===== src/rtl/ball_handoff_sequencer.sv =====
// rtl/ball_handoff_sequencer.sv - ball ownership handoff between two boards over an I2C link
// Serves, ships the exiting ball to the opponent, loads the returning ball and keeps score.
module ball_handoff_sequencer #(
  parameter int SCORE_MAX          = 5,
  parameter int TX_TIMEOUT         = 2_500_000,
  parameter int LOCAL_SERVES_FIRST = 1
) (
  input  logic       clk_25MHZ,
  input  logic       reset,
  input  logic       game_start,
  input  logic       ball_exit,
  input  logic       miss_detected,
  input  logic [9:0] ball_y_in,
  input  logic [7:0] ball_vy_in,
  input  logic [1:0] gravity_in,
  input  logic [7:0] speed_in,
  input  logic       is_i2c_master_done,
  input  logic       is_slave_done,
  input  logic [7:0] slv_reg0_y0,
  input  logic [7:0] slv_reg1_y1,
  input  logic [7:0] slv_reg2_Yspeed,
  input  logic [7:0] slv_reg3_gravity,
  input  logic [7:0] slv_reg4_ballspeed,
  input  logic [7:0] slv_reg5_win_flag,
  output logic       ball_send_trigger,
  output logic [7:0] tx_y0,
  output logic [7:0] tx_y1,
  output logic [7:0] tx_vy,
  output logic [7:0] tx_gravity,
  output logic [7:0] tx_speed,
  output logic [7:0] tx_flag,
  output logic       load_ball,
  output logic [9:0] load_y,
  output logic [7:0] load_vy,
  output logic [1:0] load_gravity,
  output logic [7:0] load_speed,
  output logic       ball_active,
  output logic       responsing_i2c,
  output logic [3:0] local_score,
  output logic [3:0] remote_score,
  output logic       game_over,
  output logic       is_you_win,
  output logic       timeout_err
);
  localparam int            CW       = $clog2(TX_TIMEOUT + 1);
  localparam logic [CW-1:0] TMO_LAST = CW'(TX_TIMEOUT - 1);
  localparam logic [3:0]    SMAX     = 4'(SCORE_MAX);

  typedef enum logic [2:0] {IDLE, LOCAL, SEND, WAIT_TX, REMOTE, LOAD, OVER} state_t;

  state_t        state_q, state_d;
  logic [CW-1:0] cnt_q, cnt_d;
  logic [7:0]    tx_y0_q, tx_y0_d, tx_y1_q, tx_y1_d, tx_vy_q, tx_vy_d;
  logic [7:0]    tx_gravity_q, tx_gravity_d, tx_speed_q, tx_speed_d, tx_flag_q, tx_flag_d;
  logic          load_ball_q, load_ball_d;
  logic [9:0]    load_y_q, load_y_d;
  logic [7:0]    load_vy_q, load_vy_d, load_speed_q, load_speed_d;
  logic [1:0]    load_gravity_q, load_gravity_d;
  logic          trig_q, trig_d, active_q, active_d, resp_q, resp_d, over_q, over_d;
  logic [3:0]    local_q, local_d, remote_q, remote_d, local_inc, remote_inc;
  logic          win_q, win_d, tmo_err_q, tmo_err_d, over_pend_q, over_pend_d;
  logic          serve;
  logic          unused_bits;

  assign unused_bits = ^{slv_reg1_y1[7:2], slv_reg3_gravity[7:2]};

  always_comb begin
    state_d        = state_q;
    cnt_d          = '0;
    tx_y0_d        = tx_y0_q;
    tx_y1_d        = tx_y1_q;
    tx_vy_d        = tx_vy_q;
    tx_gravity_d   = tx_gravity_q;
    tx_speed_d     = tx_speed_q;
    tx_flag_d      = tx_flag_q;
    load_ball_d    = 1'b0;
    load_y_d       = load_y_q;
    load_vy_d      = load_vy_q;
    load_gravity_d = load_gravity_q;
    load_speed_d   = load_speed_q;
    local_d        = local_q;
    remote_d       = remote_q;
    win_d          = win_q;
    tmo_err_d      = tmo_err_q;
    over_pend_d    = over_pend_q;
    serve          = 1'b0;
    local_inc      = (local_q >= SMAX) ? local_q : local_q + 4'd1;
    remote_inc     = (remote_q >= SMAX) ? remote_q : remote_q + 4'd1;

    case (state_q)
      IDLE, OVER: begin
        if (game_start) begin
          local_d     = '0;
          remote_d    = '0;
          win_d       = 1'b0;
          over_pend_d = 1'b0;
          if (LOCAL_SERVES_FIRST != 0) begin
            state_d = LOCAL;
            serve   = 1'b1;
          end else begin
            state_d = REMOTE;
          end
        end
      end
      LOCAL: begin
        // A miss ends the rally, so any exit pulse in the same cycle is stale.
        if (miss_detected) begin
          remote_d  = remote_inc;
          tx_flag_d = (remote_inc == SMAX) ? 8'h02 : 8'h01;
          state_d   = SEND;
        end else if (ball_exit) begin
          tx_y0_d      = ball_y_in[7:0];
          tx_y1_d      = {6'b0, ball_y_in[9:8]};
          tx_vy_d      = ball_vy_in;
          tx_gravity_d = {6'b0, gravity_in};
          tx_speed_d   = speed_in;
          tx_flag_d    = 8'h00;
          state_d      = SEND;
        end
      end
      SEND: state_d = WAIT_TX;
      WAIT_TX: begin
        if (is_i2c_master_done) begin
          if (tx_flag_q == 8'h02) begin
            state_d = OVER;
            win_d   = 1'b0;
          end else begin
            state_d = REMOTE;
          end
        end else if (cnt_q == TMO_LAST) begin
          tmo_err_d = 1'b1;
          state_d   = SEND;
        end else begin
          cnt_d = cnt_q + 1'b1;
        end
      end
      REMOTE: begin
        if (is_slave_done) begin
          state_d = LOAD;
          case (slv_reg5_win_flag)
            8'h01: begin
              local_d     = local_inc;
              over_pend_d = 1'b0;
              serve       = 1'b1;
            end
            8'h02: begin
              local_d     = local_inc;
              over_pend_d = 1'b1;
            end
            default: begin
              over_pend_d    = 1'b0;
              load_ball_d    = 1'b1;
              load_y_d       = {slv_reg1_y1[1:0], slv_reg0_y0};
              load_vy_d      = slv_reg2_Yspeed;
              load_gravity_d = slv_reg3_gravity[1:0];
              load_speed_d   = slv_reg4_ballspeed;
            end
          endcase
        end
      end
      LOAD: begin
        if (over_pend_q) begin
          state_d = OVER;
          win_d   = 1'b1;
        end else begin
          state_d = LOCAL;
        end
      end
      default: state_d = IDLE;
    endcase

    if (serve) begin
      load_ball_d    = 1'b1;
      load_y_d       = 10'd240;
      load_vy_d      = 8'd0;
      load_gravity_d = 2'd0;
      load_speed_d   = 8'd4;
    end

    // State-decoded outputs are computed from the next state so they are flops aligned with it.
    trig_d   = (state_d == SEND);
    active_d = (state_d == LOCAL);
    resp_d   = (state_d == LOAD);
    over_d   = (state_d == OVER);
  end

  always_ff @(posedge clk_25MHZ or negedge reset) begin
    if (!reset) begin
      state_q        <= IDLE;
      cnt_q          <= '0;
      tx_y0_q        <= '0;
      tx_y1_q        <= '0;
      tx_vy_q        <= '0;
      tx_gravity_q   <= '0;
      tx_speed_q     <= '0;
      tx_flag_q      <= '0;
      load_ball_q    <= 1'b0;
      load_y_q       <= '0;
      load_vy_q      <= '0;
      load_gravity_q <= '0;
      load_speed_q   <= '0;
      trig_q         <= 1'b0;
      active_q       <= 1'b0;
      resp_q         <= 1'b0;
      over_q         <= 1'b0;
      local_q        <= '0;
      remote_q       <= '0;
      win_q          <= 1'b0;
      tmo_err_q      <= 1'b0;
      over_pend_q    <= 1'b0;
    end else begin
      state_q        <= state_d;
      cnt_q          <= cnt_d;
      tx_y0_q        <= tx_y0_d;
      tx_y1_q        <= tx_y1_d;
      tx_vy_q        <= tx_vy_d;
      tx_gravity_q   <= tx_gravity_d;
      tx_speed_q     <= tx_speed_d;
      tx_flag_q      <= tx_flag_d;
      load_ball_q    <= load_ball_d;
      load_y_q       <= load_y_d;
      load_vy_q      <= load_vy_d;
      load_gravity_q <= load_gravity_d;
      load_speed_q   <= load_speed_d;
      trig_q         <= trig_d;
      active_q       <= active_d;
      resp_q         <= resp_d;
      over_q         <= over_d;
      local_q        <= local_d;
      remote_q       <= remote_d;
      win_q          <= win_d;
      tmo_err_q      <= tmo_err_d;
      over_pend_q    <= over_pend_d;
    end
  end

  assign ball_send_trigger = trig_q;
  assign tx_y0             = tx_y0_q;
  assign tx_y1             = tx_y1_q;
  assign tx_vy             = tx_vy_q;
  assign tx_gravity        = tx_gravity_q;
  assign tx_speed          = tx_speed_q;
  assign tx_flag           = tx_flag_q;
  assign load_ball         = load_ball_q;
  assign load_y            = load_y_q;
  assign load_vy           = load_vy_q;
  assign load_gravity      = load_gravity_q;
  assign load_speed        = load_speed_q;
  assign ball_active       = active_q;
  assign responsing_i2c    = resp_q;
  assign local_score       = local_q;
  assign remote_score      = remote_q;
  assign game_over         = over_q;
  assign is_you_win        = win_q;
  assign timeout_err       = tmo_err_q;
endmodule


===== config.mk =====
export PLATFORM = sky130hd
export DESIGN_NAME = ball_handoff_sequencer
export DESIGN_NICKNAME = d
export VERILOG_FILES = /design/src/rtl/ball_handoff_sequencer.sv
export SDC_FILE = /design/constraint.sdc
export NUM_CORES = 1
export LEC_CHECK = 0
export CAP_MARGIN = 20
export CORE_MARGIN = 4
export CORE_UTILIZATION = 46
export CTS_BUF_LIST = sky130_fd_sc_hd__clkbuf_16
export CTS_CLUSTER_SIZE = 30
export DETAILED_ROUTE_END_ITERATION = 6
export DONT_BUFFER_PORTS = 1
export GPL_ROUTABILITY_DRIVEN = 0
export SYNTH_ARGS = -nofsm -noshare
export SYNTH_HDL_FRONTEND = slang
export SYNTH_SLANG_ARGS = --single-unit

===== constraint.sdc =====
create_clock -name clk_25MHZ -period 4.9 [get_ports clk_25MHZ]
set_input_delay 0.98 -clock clk_25MHZ [delete_from_list [all_inputs] [get_ports clk_25MHZ]]
set_output_delay 0.98 -clock clk_25MHZ [all_outputs]
set_load 0.05 [all_outputs]

Word level (Yosys, flattened, before mapping):

Index checks and enable logic that the tools add are counted.

* output and inout bits: 91
* register bits after elaboration: 105
* input bits: 83
* logic and storage cells: 125

* equal/unequal tests: 24
* muxes and demuxes: 55
* reductions and logical operators: 17
* order comparisons: 2
* add/subtract/negate cells: 3
* bitwise logic cells: 2

Operator list (count)
* $mux 8: 10
* $mux 22: 3
* $mux 10: 4
* $mux 4: 6
* $add 22x1->22 const B: 1
* $eq 22x22->1 const B: 1
* $mux 3: 7
* $pmux 3 s6: 1
* $eq 8x2->1 const B: 2
* $ne 2x2->1 const B: 8
* $pmux 4 s2: 2
* $eq 3x3->1 const B: 5
* $reduce_and 3->1: 5
* $mux 1: 13
* $mux 2: 6
* $reduce_and 5->1: 2
* $reduce_bool 2->1: 5
* $eq 3x2->1 const B: 3
* $add 4x1->4 const B: 2
* $eq 8x1->1 const B: 1
* $ge 4x3->1 const B: 2
* $eq 3x1->1 const B: 2
* $eq 4x3->1 const B: 1
* $pmux 1 s2: 2
* other kinds (7): 9

Depth between registers and ports, before layout:

Gate-level depths: netlist of the first run.

* word-level depth: 6
* gate-level depth with buffers: 6
* depth with buffers taken out: 6

Least setup slack after synthesis of the first run:

No wires, ideal clock.

* path type: input-to-reg
* start point: in slv_reg5_win_flag[5]
* end point: reg load_ball_q (netlist: load_ball)
* library setup time: 0.127 ns
* cell stages on the path: 5
* buffers on the path: 2
* arrival time: 2.099 ns
* setup slack: 2.674 ns
* path through: nor4_4 a31oi_4 buf_4 buf_6 or2_2

* word-level cells in the longest chain between the ends: 6
* elaborated cells on any way between the ends: 10
* those cells by class: 2 x eq/ne; 7 x mux; 1 x reduce/logical

RTL lines
* start: declaration: line 24 `input logic [7:0] slv_reg5_win_flag,`
* $eq 8x2->1 or $eq 8x1->1 (tied branches): line 140 `case (slv_reg5_win_flag)`
* $reduce_or 2->1 (no source line)
* $mux 1: line 140
* $mux 1: line 138 `if (is_slave_done) begin`
* $mux 1: line 90 `case (state_q)`
* $mux 1 *: line 172 `if (serve) begin`
* named net load_ball_d: line 55 `logic load_ball_q, load_ball_d;`
* end signal: assignment: line 220 `load_ball_q <= load_ball_d;`
* end: declaration: line 55

Mark *: on every way through the listed nets, which the timed path passes. The rest lies on a longest branch.
A chain may end at the register's enable or synchronous reset.

Final worst setup path of the first run:

* start point: reg state_q[0]
* end point: reg tx_y0_q[4] (netlist: tx_y0[4])

* word-level cells in the longest chain between the ends: 2

RTL lines
* start: declaration: line 51 `state_t state_q, state_d;`
* start signal: assignment: line 212 `state_q <= state_d;`
* $eq 3x1->1: line 90
* $reduce_and 3->1 (no source line)
* end signal: assignment: line 214 `tx_y0_q <= tx_y0_d;`
* end: declaration: line 53 `logic [7:0] tx_y0_q, tx_y0_d, tx_y1_q, tx_y1_d, tx_vy_q, tx_vy_d;`

No other way between the ends.

==> metrics.cfg, run 1 <==
[sta]
period_minus_slack_ns=2.298
worstMarginPinSlew_ns=0.9907
rsz0062_at_grt=false
finalHoldViolCount=0
slew_headroom=0.3396
tns_ns=0
drv_slew=0
setup_ws_ns=2.602
finalSetupViolations=0
finClkSkew_ns=0.006661
fin_crit_sh=0.4690
fmax_ghz=0.4351

[cells_and_area]
seqCellArea_um2=2477
drive_gt1_frac=0.1531
nets=503
final_util=0.5126
syn2layout_area_growth_pct=6.894
multi_input_area_um2=2097
antenna_cells=0
nFillCells=889

[route]
drc=0
viasPerCell=5.414
ant_nets=0
vias=2983
wire_per_inst_um=17.23
firstDrtPassIters=5
drt_iter0_markers=204
wl_um=9492

[cts]
cts_made_buffers=9
cts_tree=built
clk_pin_slew_ns=0.07
clk_latency_ns=0.34
post_cts_resize_count=0
cts_setup_buffers=0
clockBufferDepth=2
cts_root_buffer=clkbuf_16
ctsHoldBuffers=0
cts_sinks=99
htreeDepth=3

[grt]
track_usage=0.1563
grt_remaining_overflow=0
antenna_found_initial=0
grt_pass1_vias=3000
grt_max_degree=100
grt_pass1_wl_um=14960

[setup_path]
crit_chain=nor3b_2 > nand2_1 > nor2_4 > mux2_2
required_ns=5.12
crit_cells=4
crit_family=simple AND/OR/NAND/NOR gates
crit_slowest_cell=nor2_4
crit_path_end_kind=flop
path_class=reg -> reg
start_kind=flop
arrival_ns=2.52
path_max_fanout=28
r2r_cells=4
cp_num_buf_inv=0
max_stage_delay_ns=0.62

[floorplan]
ioPinCount=174
start_util=0.4795
die_h_um=109.9
dieArea_um2=12070
core_area_um2=9955
row_count=36
die_w_um=109.9

[power_and_ir_drop]
ir_worst_vdd_v=0.0004062
p_leak_nw=2.165
powerDensity_nw_per_um2=685.9

[logic_synthesis]
ys.flop_type=dfrtp_1
syn-instance-count=416
synth_cell_type_count=63
synth_edf_count=0
postSynthAreaPerCell_um2=11.47
async_reset_ff_frac=1.000
synth_largest_area_cell=dfrtp_1
seq_area_frac_synth=0.5190
syn_area_um2=4773
synth_top_cells_by_area=dfrtp_1 (52%), mux2_2 (6.8%), mux2i_1 (5.5%)
yosysMostFrequentCell=dfrtp_1
ys_warn_count=0
synth_top_cell_area_share=0.5190
ys_ff_latch=99
ys_top_cells_by_count=dfrtp_1 (99), nor2_1 (49), mux2_2 (29)

[place]
pre_cts_slack_ns=2.149
dp_hpwl_um=6775
io_buffers=0

[run]
cap_violations=0

[min_path]
min_path_type=in -> async

[status]
status=completed

[worst reg2reg max path: cells and delay by family, from the launching register on]
kind / cells / cell delay (ns)
DFF: 1 / 0.55
and+or+nand+nor: 3 / 1.20
muxes: 1 / 0.44
[worst paths after layout]
check	slack [ns]	end	from
hold / removal	0.33	remote_score[0]	reset
hold reg to reg	0.54	cnt_q[0]	cnt_q[0]
setup reg to reg	2.60	tx_y0[4]	state_q[0]
max in group asynchronous	4.39	cnt_q[16]	reset
setup / recovery	2.60	tx_y0[4]	state_q[0]
min in group clk_25MHZ	0.54	cnt_q[0]	cnt_q[0]
[power breakdown]
group          internal, mW  switching [mW]  leakage (nW)
logic                 0.308           0.312         0.744
clock network         0.353           0.323         0.137
registers              1.06            1.14          1.28
total                  1.73            1.77          2.16
[kinds of logic after synthesis]
logic type,Yosys count,share of synthesized area
flip-flops,99,0.5190
adder cells (fa/ha/maj),7,0.01835
AO/OA/AOI/OAI,50,0.07838
other,1,0.0007856
AND/OR/NAND/NOR,145,0.1730
multiplexers,56,0.1253
XOR/XNOR,16,0.02936
buffers and inverters,42,0.05583
[registers in the layout, summed over array words and instances (netlist names), 4 cells and up]
name / flops
load_vy: 8
load_speed: 8
load_y: 10
local_score: 4
tx_y0: 8
tx_vy: 8
remote_score: 4
cnt_q: 22
tx_speed: 8
[final cells by class]
class                      count  share of cell area
inverter                       9            0.006621
sequential                    99              0.4855
clock inverter                 7             0.01177
tap                          133             0.03261
timing repair buffer           2            0.008337
clock buffer                   9             0.04414
multi-input combinational    292              0.4110
[metrics by stage]
stage | hold slack, ns | total power, mW | area [µm²] | std cells
after floorplan | 0.4865 | 2.700 | 4837 | 433
after global placement | 0.5187 | 2.813 | 4775 | 533
after detailed placement | 0.5331 | 2.846 | 4802 | 534
after CTS | 0.3212 | 3.533 | 5087 | 550
after global routing | 0.3161 | 3.688 | 5102 | 551
final | 0.3303 | 3.500 | 5102 | 551
[layout by cell type, fill, tap and decap left out, types with 3 or more instances in the layout]
cell type	count
a211o_1	6
a211oi_1	4
a21o_1	3
a21oi_1	7
and3_1	3
and3b_1	3
clkbuf_16	9
conb_1	18
dfrtp_1	99
ha_1	7
inv_1	9
mux2_2	29
mux2i_1	26
nand2_1	20
nand2b_1	4
nand3_1	10
nand4_1	6
nand4_2	3
nor2_1	49
nor2b_1	10
nor3_1	5
nor4_1	4
o21ai_0	10
o31ai_1	5
or4_1	4
xnor2_1	9
xor2_1	7
[metal layers]
layer	wire length, µm	track usage	vias to the layer above
met2	4641	0.2496	114
met5	0	0	-
met3	857	0.05167	10
met4	97	0.04541	0
li1	-	-	1432
met1	3895	0.2027	1427
Power figures use the tool's default switching activity.
==> run 2: changes to the inputs <==
clock period = 2.1 ns   (was 4.9 ns; I/O delays follow)
==> run 2 against run 1 <==
Net effect: the run now ends with hold timing left; via count rose by 5.0%; utilization is 1.7 points higher; sequential share of layout area is 1.5 points lower; design area is 3.3% higher; sequential power is 120% higher; combinational power grew to 2.9 times the previous value; non-clock buffer count is 20 higher; critical path type unchanged; highest routed layer unchanged.
==> metrics.cfg, run 2 (same netlist as run 1, synthesis figures left out) <==
[cts]
clk_latency_ns=0.34  ; about the same
cts_tree=built  ; unchanged
cts_sinks=99  ; unchanged
clk_pin_slew_ns=0.07  ; about the same
htreeDepth=3  ; unchanged
clockBufferDepth=2  ; unchanged
cts_setup_buffers=0  ; unchanged
cts_root_buffer=clkbuf_16  ; unchanged
cts_made_buffers=9  ; unchanged

[power_and_ir_drop]
p_leak_nw=2.273  ; was 2.165 nW
power_mw=8.476  ; was 3.500 mW
ir_worst_vdd_v=0.0008909  ; was 0.0004062 V
powerDensity_nw_per_um2=1608  ; was 685.9 nW/µm²

[setup_path]
start_kind=flop  ; unchanged
crit_slowest_cell=or4_1  ; was nor2_4
max_stage_delay_ns=0.53  ; was 0.62 ns
path_class=reg -> reg  ; unchanged
r2r_cells=5  ; was 4
crit_chain=ha_1 > and4_2 > nand2_1 > or4_1 > a21oi_1  ; was nor3b_2 > nand2_1 > nor2_4 > mux2_2
crit_path_end_kind=flop  ; unchanged
path_max_fanout=6  ; was 28
arrival_ns=2.16  ; was 2.52 ns
required_ns=2.36  ; was 5.12 ns

[cells_and_area]
final_util=0.5294  ; was 0.5126
nFillCells=906  ; was 889
design_area_um2=5270  ; was 5102 µm²
top_register=cnt_q  ; unchanged
drive_gt1_frac=0.1941  ; was 0.1531
post_layout_nonfiller_instances=571  ; was 551
nets=523  ; was 503
syn2layout_area_growth_pct=10.41  ; was 6.894%
final_cell_mix=dfrtp_1 (99), nor2_1 (49), mux2_2 (29), mux2i_1 (26), buf_4 (21)  ; was dfrtp_1 (99), nor2_1 (49), mux2_2 (29), mux2i_1 (26), nand2_1 (20)
seqCellArea_um2=2477  ; unchanged
multi_input_area_um2=2097  ; unchanged
largest_reg_flops=22  ; unchanged
layout_commonest_cell=dfrtp_1  ; unchanged
antenna_cells=0  ; unchanged

[floorplan]
die_h_um=109.9  ; unchanged
ioPinCount=174  ; unchanged
row_count=36  ; unchanged
start_util=0.4795  ; unchanged
core_area_um2=9955  ; unchanged
dieArea_um2=12070  ; unchanged
die_w_um=109.9  ; unchanged

[sta]
worstMarginPinSlew_ns=0.6624  ; was 0.9907 ns
slew_headroom=0.5583  ; was 0.3396
finalSetupViolations=0  ; unchanged
holdWs_ns=-0.2293  ; was 0.3303 ns
period_minus_slack_ns=1.898  ; was 2.298 ns
setup_ws_ns=0.2022  ; was 2.602 ns
fin_crit_sh=0.9037  ; was 0.4690
tns_ns=0  ; unchanged
rsz0062_at_grt=false  ; unchanged
finClkSkew_ns=0.007157  ; was 0.006661 ns
fmax_ghz=0.5269  ; was 0.4351 GHz
finalHoldViolCount=99  ; was 0
drv_slew=0  ; unchanged

[grt]
antenna_found_initial=0  ; unchanged
track_usage=0.1624  ; was 0.1563
grt_remaining_overflow=0  ; unchanged
use_met2=0.2673  ; was 0.2496
grt_max_degree=100  ; unchanged
grt_use_met3=0.05109  ; was 0.05167
grt.busiest_layer=met2  ; unchanged
use_met1=0.2022  ; was 0.2027
grt_pass1_wl_um=15570  ; was 14,960 µm
grt_pass1_vias=3209  ; was 3,000

[route]
drt_iter0_markers=134  ; was 204
drc=0  ; unchanged
firstDrtPassIters=4  ; was 5
wire_per_inst_um=17.21  ; was 17.23 µm
viasPerCell=5.485  ; was 5.414
wl_um=9828  ; was 9492 µm
vias=3132  ; was 2,983
ant_nets=0  ; unchanged

[place]
io_buffers=0  ; unchanged
pre_cts_slack_ns=0.2080  ; was 2.149 ns
dp_hpwl_um=7148  ; was 6775 µm
placed_area_um2=4952  ; was 4802 µm²
dp_cells=555  ; was 534

[status]
violations=hold timing
status=complete, but fails checks  ; was completed

[min_path]
min_path_type=in -> async  ; unchanged

[run]
cap_violations=0  ; unchanged

run 2: cell types whose count changed in the layout (fill, tap and decap cells not counted), sizes merged:
cell	before	now
clkinvlp	1	2
bufinv	0	1
clkinv	3	1
buf	2	22
run 2: final cells by class:
type                            count  area share
Sequential cell                    99      0.4701
Multi-Input combinational cell    292      0.3979
Clock buffer                        9     0.04274
Timing Repair Buffer               22     0.03371
Tap cell                          133     0.03158
Clock inverter                      7     0.01757
Inverter                            9    0.006410
run 2: layer usage:
metal  vias to the layer above  routed length, µm
met2                       116               4833
met4                         0                131
met3                        13                868
met5                         -                  0
li1                       1467                  -
met1                      1536               3994
run 2: path summary, 6_finish.rpt:
path                                 from               to  slack [ns]
min in group clk_25MHZ     slv_reg0_y0[6]        load_y[6]        0.20
max reg2reg                      cnt_q[0]        cnt_q[16]        0.20
min                                 reset  remote_score[0]       -0.23
max in group asynchronous           reset        cnt_q[13]        2.17
max                              cnt_q[0]        cnt_q[16]        0.20
min reg2reg                      cnt_q[0]         cnt_q[0]        0.52
run 2: power breakdown:
group | internal [mW] | leakage [nW] | switching (mW)
Sequential | 2.49 | 1.28 | 2.46
Combinational | 0.847 | 0.841 | 0.964
Clock | 0.955 | 0.149 | 0.765
Total | 4.29 | 2.27 | 4.19
run 2: critical path, delay by kind of cell (launching register included):
kind	cells	cell delay (ns)
DFF	1	0.42
and+or+nand+nor	3	0.97
AOI/OAI and AO/OA	1	0.17
adders and majority gates	1	0.25
run 2: timing repair:
item                                   in CTS  in global routing
setup endpoints to repair                   0                  0
endpoints found under the hold margin      99                 99
resized for setup                           0                  0
==> RTL edit 1: new RTL, flow settings as in run 1 <==
Remove the register `over_q`: a continuous assignment takes its place, so the output `game_over` follows one clock earlier.
--- a/src/rtl/ball_handoff_sequencer.sv
+++ b/src/rtl/ball_handoff_sequencer.sv
@@ -202,7 +202,6 @@
       trig_q         <= 1'b0;
       active_q       <= 1'b0;
       resp_q         <= 1'b0;
-      over_q         <= 1'b0;
       local_q        <= '0;
       remote_q       <= '0;
       win_q          <= 1'b0;
@@ -225,7 +224,6 @@
       trig_q         <= trig_d;
       active_q       <= active_d;
       resp_q         <= resp_d;
-      over_q         <= over_d;
       local_q        <= local_d;
       remote_q       <= remote_d;
       win_q          <= win_d;
@@ -233,6 +231,8 @@
       over_pend_q    <= over_pend_d;
     end
   end
+
+  assign over_q = over_d;
 
   assign ball_send_trigger = trig_q;
   assign tx_y0             = tx_y0_q;
Check against the original RTL: not equivalent (Yosys sat finds a counterexample within 10 cycles, from zero or initial values and one cycle with reset low).
==> RTL edit 1 against run 1 <==
  * Synthesized area decreased by 0.52%
  * Highest routed layer is now met5
  * Final area decreased by 0.74%
  * Register-to-register slack got worse by 210 ps
  * Sequential cell count decreased by 1
  * Synthesized cell count decreased by 0.24%
  * Total power decreased by 0.11%
  * Routed wire length increased by 3.3%
  * Via count increased by 2.5%
  * Setup slack got worse by 910 ps
==> RTL edit 1: results (changes against run 1) <==
Run status
  – Status: finished clean

Drt
  – WL/cell: 17.8 um (+3.5%)
  – Via density: 5.56 (+2.7%)
  – Pre-antenna DRT Iters: 4 (-1)

Synthesis
  – Syn Inst Count: 415 (-0.24%)
  – Post-synth top cells: 98 x dfrtp_1, 49 x nor2_1, 29 x mux2_2, 26 x mux2i_1, 24 x buf_4
  – Ys flop type: dfrtp_1
  – Seq/Total Area, Yosys: 51.6% (-0.25 points)
  – Top post-synthesis cells by area: dfrtp_1 52%, mux2_2 6.9%, mux2i_1 5.5%

Layout
  – # fillers: 904 (+1.7%)
  – Share of cells above drive strength 1: 15.6% (+0.28 points)
  – Post-Layout Cell Count: 550 (-0.18%)

Global route
  – Initial antenna violation count: 1 (+1)
  – Pin count of the biggest net entering global routing: 99 (-1.0%)
  – Overall Global Routing Usage: 16.0% (+0.40 points)
  – First-pass GRT wire length: 15.3 mm (+2.2%)
  – Vias in the first global route: 3095 (+3.2%)

Power and ir drop
  – Static leakage: 0.00215 uW (-0.52%)
  – Peak VDD IR: 0.348 mV (-14%)

Worst setup path
  – Worst path max stage delay: 560 ps (-60 ps)
  – Worst EP arrival: 2220 ps (-300 ps)
  – CP max FO: 14 (-50%)
  – Slowest-stage cell, CP: dfrtp_1
  – Worst flop-to-flop path startpoint: state_q[1]

Timing
  – Worst-Margin Slew: 1040 ps (+51.1 ps)
  – Worst Clk Skew: 14.7 ps (+8.02 ps)

Placement
  – Dpl ws: 1940 ps (-205 ps)
  – Placed cells: 533 (-0.19%)
  – Final HPWL DP: 6.95 mm (+2.6%)
==> RTL edit 1: changes by cell type in the layout (fill, tap and decap cells not counted), sizes merged <==
cell / delta
inv: +2
clkinv: -1
clkinvlp: -1
dfrtp: -1
==> RTL edit 1: final timing paths <==
path                                        end  slack [ps]  cells past startpoint
max in group asynchronous             cnt_q[14]        4370                      0
worst max register to register        load_y[2]        2390                      5
min in group clk_25MHZ                 cnt_q[0]         530                      1
worst max-delay path                  game_over        1700                      4
worst min-delay path            remote_score[1]         340                      0
worst min register to register         cnt_q[0]         530                      1
==> RTL edit 1: routing by layer <==
metal	track usage [%]	vias to the layer above	wire, um
li1	-	1428	-
met1	19.9	1508	4080
met2	25.8	105	4740
met3	6.22	14	810
met4	5.16	2	158
met5	0	-	13
==> RTL edit 1: per-stage QoR <==
step                total power (uW)  hold WS [ps]  cell area [um2]
floorplan                       2690           486             4810
global placement                2810           522             4760
detailed placement              2830           527             4760
CTS                             3530           324             5050
global route                    3680           314             5060
finish                          3500           337             5060
==> RTL edit 1: cell families after synthesis <==
logic type | Yosys count | share of synthesized area, %
AOI/OAI and AO/OA | 50 | 7.88
and+or+nand+nor | 145 | 17.4
muxes | 56 | 12.6
xor gates and xnor gates | 16 | 2.95
adders and majority gates | 7 | 1.84
buffers and inverters | 42 | 5.61
DFF | 98 | 51.6
other | 1 | 0.0790
==> RTL edit 1: layout make-up <==
class	instances	area share [%]
sequential	98	48.4
multi-input combinational	292	41.4
clock inverter	7	1.33
inverter	9	0.667
timing repair buffer	2	0.445
clock buffer	9	4.45
tap	133	3.29
==> RTL edit 1: power by group <==
part	total, uW	internal (uW)	switching (uW)	leakage [uW]
registers	2180	1050	1130	0.00127
logic	629	305	324	0.000738
clock network	685	359	326	0.000146
==> RTL edit 2: new RTL, flow settings as in run 1 <==
Without the edit above. Change the parameter `TX_TIMEOUT` from 2_500_000 to 5_000_000.
--- a/src/rtl/ball_handoff_sequencer.sv
+++ b/src/rtl/ball_handoff_sequencer.sv
@@ -2,7 +2,7 @@
 // Serves, ships the exiting ball to the opponent, loads the returning ball and keeps score.
 module ball_handoff_sequencer #(
   parameter int SCORE_MAX          = 5,
-  parameter int TX_TIMEOUT         = 2_500_000,
+  parameter int TX_TIMEOUT         = 5_000_000,
   parameter int LOCAL_SERVES_FIRST = 1
 ) (
   input  logic       clk_25MHZ,
Behaviour: same outputs for any inputs over 10 cycles, from zero or initial values and one cycle with reset low; that may be too few to reach the edited logic, so the function may still have changed.
==> RTL edit 2 against run 1 <==
  * Hold slack worse by 4.7 ps
  * Total power up 0.42%
  * Synthesized cell count up 1.4%
  * Setup slack worse by 48 ps
  * Non-clock buffer count up 2
  * Sequential cell count up 1
  * Final area up 0.32%
  * Clock skew up 4.1 ps
  * Synthesized area down 0.73%
  * Count of clock-buffer cells in the layout unchanged
  * Routed wire length up 1.5%
==> RTL edit 2: results (changes against run 1) <==
Run status
  – Status: finished clean

Power and ir drop
  – Static leakage: 0.00218 uW (+0.85%)
  – NetSw: 1780 uW (+0.44%)
  – Peak VDD IR: 0.378 mV (-7.0%)

Synthesis
  – Distinct cells, synth: 58 (-7.9%)
  – Ys flop type: dfrtp_1
  – Mux contribution to synthesized area: 12.6% (+0.093 points)
  – Compound-gate portion of the synthesized area: 8.29% (+0.45 points)
  – Xor/xnor share of the synthesized area: 2.40% (-0.53 points)
  – Largest family of logic cells by synthesized area: simple AND/OR/NAND/NOR gates
  – Adder-cell share of the synthesized area: 1.85% (+0.014 points)
  – Post-synth top cells: 100 x dfrtp_1, 49 x nor2_1, 30 x mux2_2, 26 x mux2i_1, 21 x buf_4
  – Async S/R FF share, synth: 100% (unchanged)
  – Seq/Total Area, Yosys: 52.8% (+0.91 points)
  – Top post-synthesis cells by area: dfrtp_1 53%, mux2_2 7.1%, mux2i_1 5.5%
  – Yosys warnings: 0 (unchanged)

Clock tree
  – Setup Fix Bufs, Post-CTS: 0 (unchanged)
  – CTS buffer count: 9 (unchanged)
  – # H-tree levels: 3 (unchanged)
  – Clock buffer depth: 2 (unchanged)
  – Clock Root Buffer: clkbuf_16
  – CTS clk-pin slew, worst paths: 80 ps
  – Clock latency on the worst-skew pair: 350 ps
  – # resized after CTS: 0 (unchanged)

Global route
  – Initial antenna violation count: 0 (unchanged)
  – Pin count of the biggest net entering global routing: 101 (+1.0%)
  – First-pass GRT wire length: 15.4 mm (+2.8%)
  – Vias in the first global route: 3148 (+4.9%)
  – Overall Global Routing Usage: 16.2% (+0.57 points)

Layout
  – Biggest register: cnt_q
  – Max reg flops: 23 (+4.5%)
  – NumNets Final: 509 (+1.2%)
  – Antenna cells: 0 (unchanged)
  – # fillers: 878 (-1.2%)
  – Share of cells above drive strength 1: 14.2% (-1.2 points)

Timing
  – Worst-Margin Slew: 884 ps (-107 ps)
  – Worst Clk Skew: 10.8 ps (+4.10 ps)
  – Pins over their slew limit: 0 (unchanged)
  – Min Hold Slack: 326 ps (-4.68 ps)

Min path
  – Hold Path Class: in2async

Drt
  – Pre-antenna DRT Iters: 4 (-1)
  – Via density: 5.57 (+2.8%)
  – Initial DRC Count: 160 (-22%)
  – Total length of routed wires: 9.63 mm (+1.5%)

Worst setup path
  – FF-to-FF path depth: 5 (+1)
  – CP max FO: 25 (-11%)
  – Worst flop-to-flop path startpoint: state_q[2]
  – R2R Setup Slk: 2700 ps (+100 ps)
  – Worst EP arrival: 2630 ps (+110 ps)
  – Critical Path Start: slv_reg5_win_flag[5]

Placement
  – Buffers added on ports: 0 (unchanged)
  – Final HPWL DP: 6.72 mm (-0.89%)
[RTL edit 2: cell count changes after synthesis, sizes merged, moves of 3 or more]
| cell | before | now |
|---|---|---|
| nand2 | 20 | 15 |
| nor3 | 5 | 2 |
| inv | 9 | 12 |
| or3 | 2 | 8 |
| a21oi | 8 | 13 |
| o31ai | 6 | 3 |
| xnor2 | 9 | 6 |
[RTL edit 2: worst max-delay path: stages]
cell	delay [ps]
nor4_1	750
nand4b_1	210
o21ai_2	310
buf_8	230
or2_2	130
[RTL edit 2: power by group through the flow]
stage,logic (uW),registers (uW),clock network (uW)
after detailed placement,600,2200,0
after floorplan,556,2100,0
final,606,2180,732
after global placement,574,2200,0
after CTS,598,2190,751
after global routing,684,2220,787
[RTL edit 2: stage by stage]
| step | instance area, um2 | worst slack, ps | cells | total power (uW) | util [%] |
|---|---|---|---|---|---|
| CTS | 5090 | 2070 | 555 | 3540 | 51.4 |
| floorplan | 4800 | 2460 | 439 | 2660 | - |
| detailed placement | 4770 | 1690 | 539 | 2800 | 48.1 |
| global placement | 4770 | 1790 | 539 | 2780 | 48.1 |
| global route | 5120 | 2470 | 557 | 3690 | 51.7 |
| finish | 5120 | 2550 | 557 | 3510 | 51.7 |
[RTL edit 2: layout make-up]
class,count,area [um2],area share (%)
Timing Repair Buffer,4,41.3,0.807
Tap cell,133,166,3.25
Clock inverter,7,98.8,1.93
Inverter,12,45.0,0.880
Sequential cell,100,2500,48.9
Clock buffer,9,225,4.40
Multi-Input combinational cell,292,2040,39.8
[RTL edit 2: layer usage]
| layer | global-route usage (%) | up-vias | wire, um |
|---|---|---|---|
| li1 | - | 1450 | - |
| met1 | 20.6 | 1512 | 3980 |
| met2 | 26.0 | 121 | 4680 |
| met3 | 4.93 | 17 | 784 |
| met4 | 6.23 | 0 | 182 |
| met5 | 0 | - | 0 |
[RTL edit 2: kinds of logic after synthesis]
family / after synthesis
AOI/OAI and AO/OA: 58
xor gates and xnor gates: 13
adders and majority gates: 7
buffers and inverters: 47
DFF: 100
muxes: 56
other: 1
and+or+nand+nor: 140
[RTL edit 2: path summary, 6_finish.rpt]
kind / to
setup / recovery: load_ball
hold / removal: remote_score[2]
setup reg to reg: load_y[7]
hold reg to reg: cnt_q[0]
max in group asynchronous: cnt_q[9]
min in group clk_25MHZ: cnt_q[0]
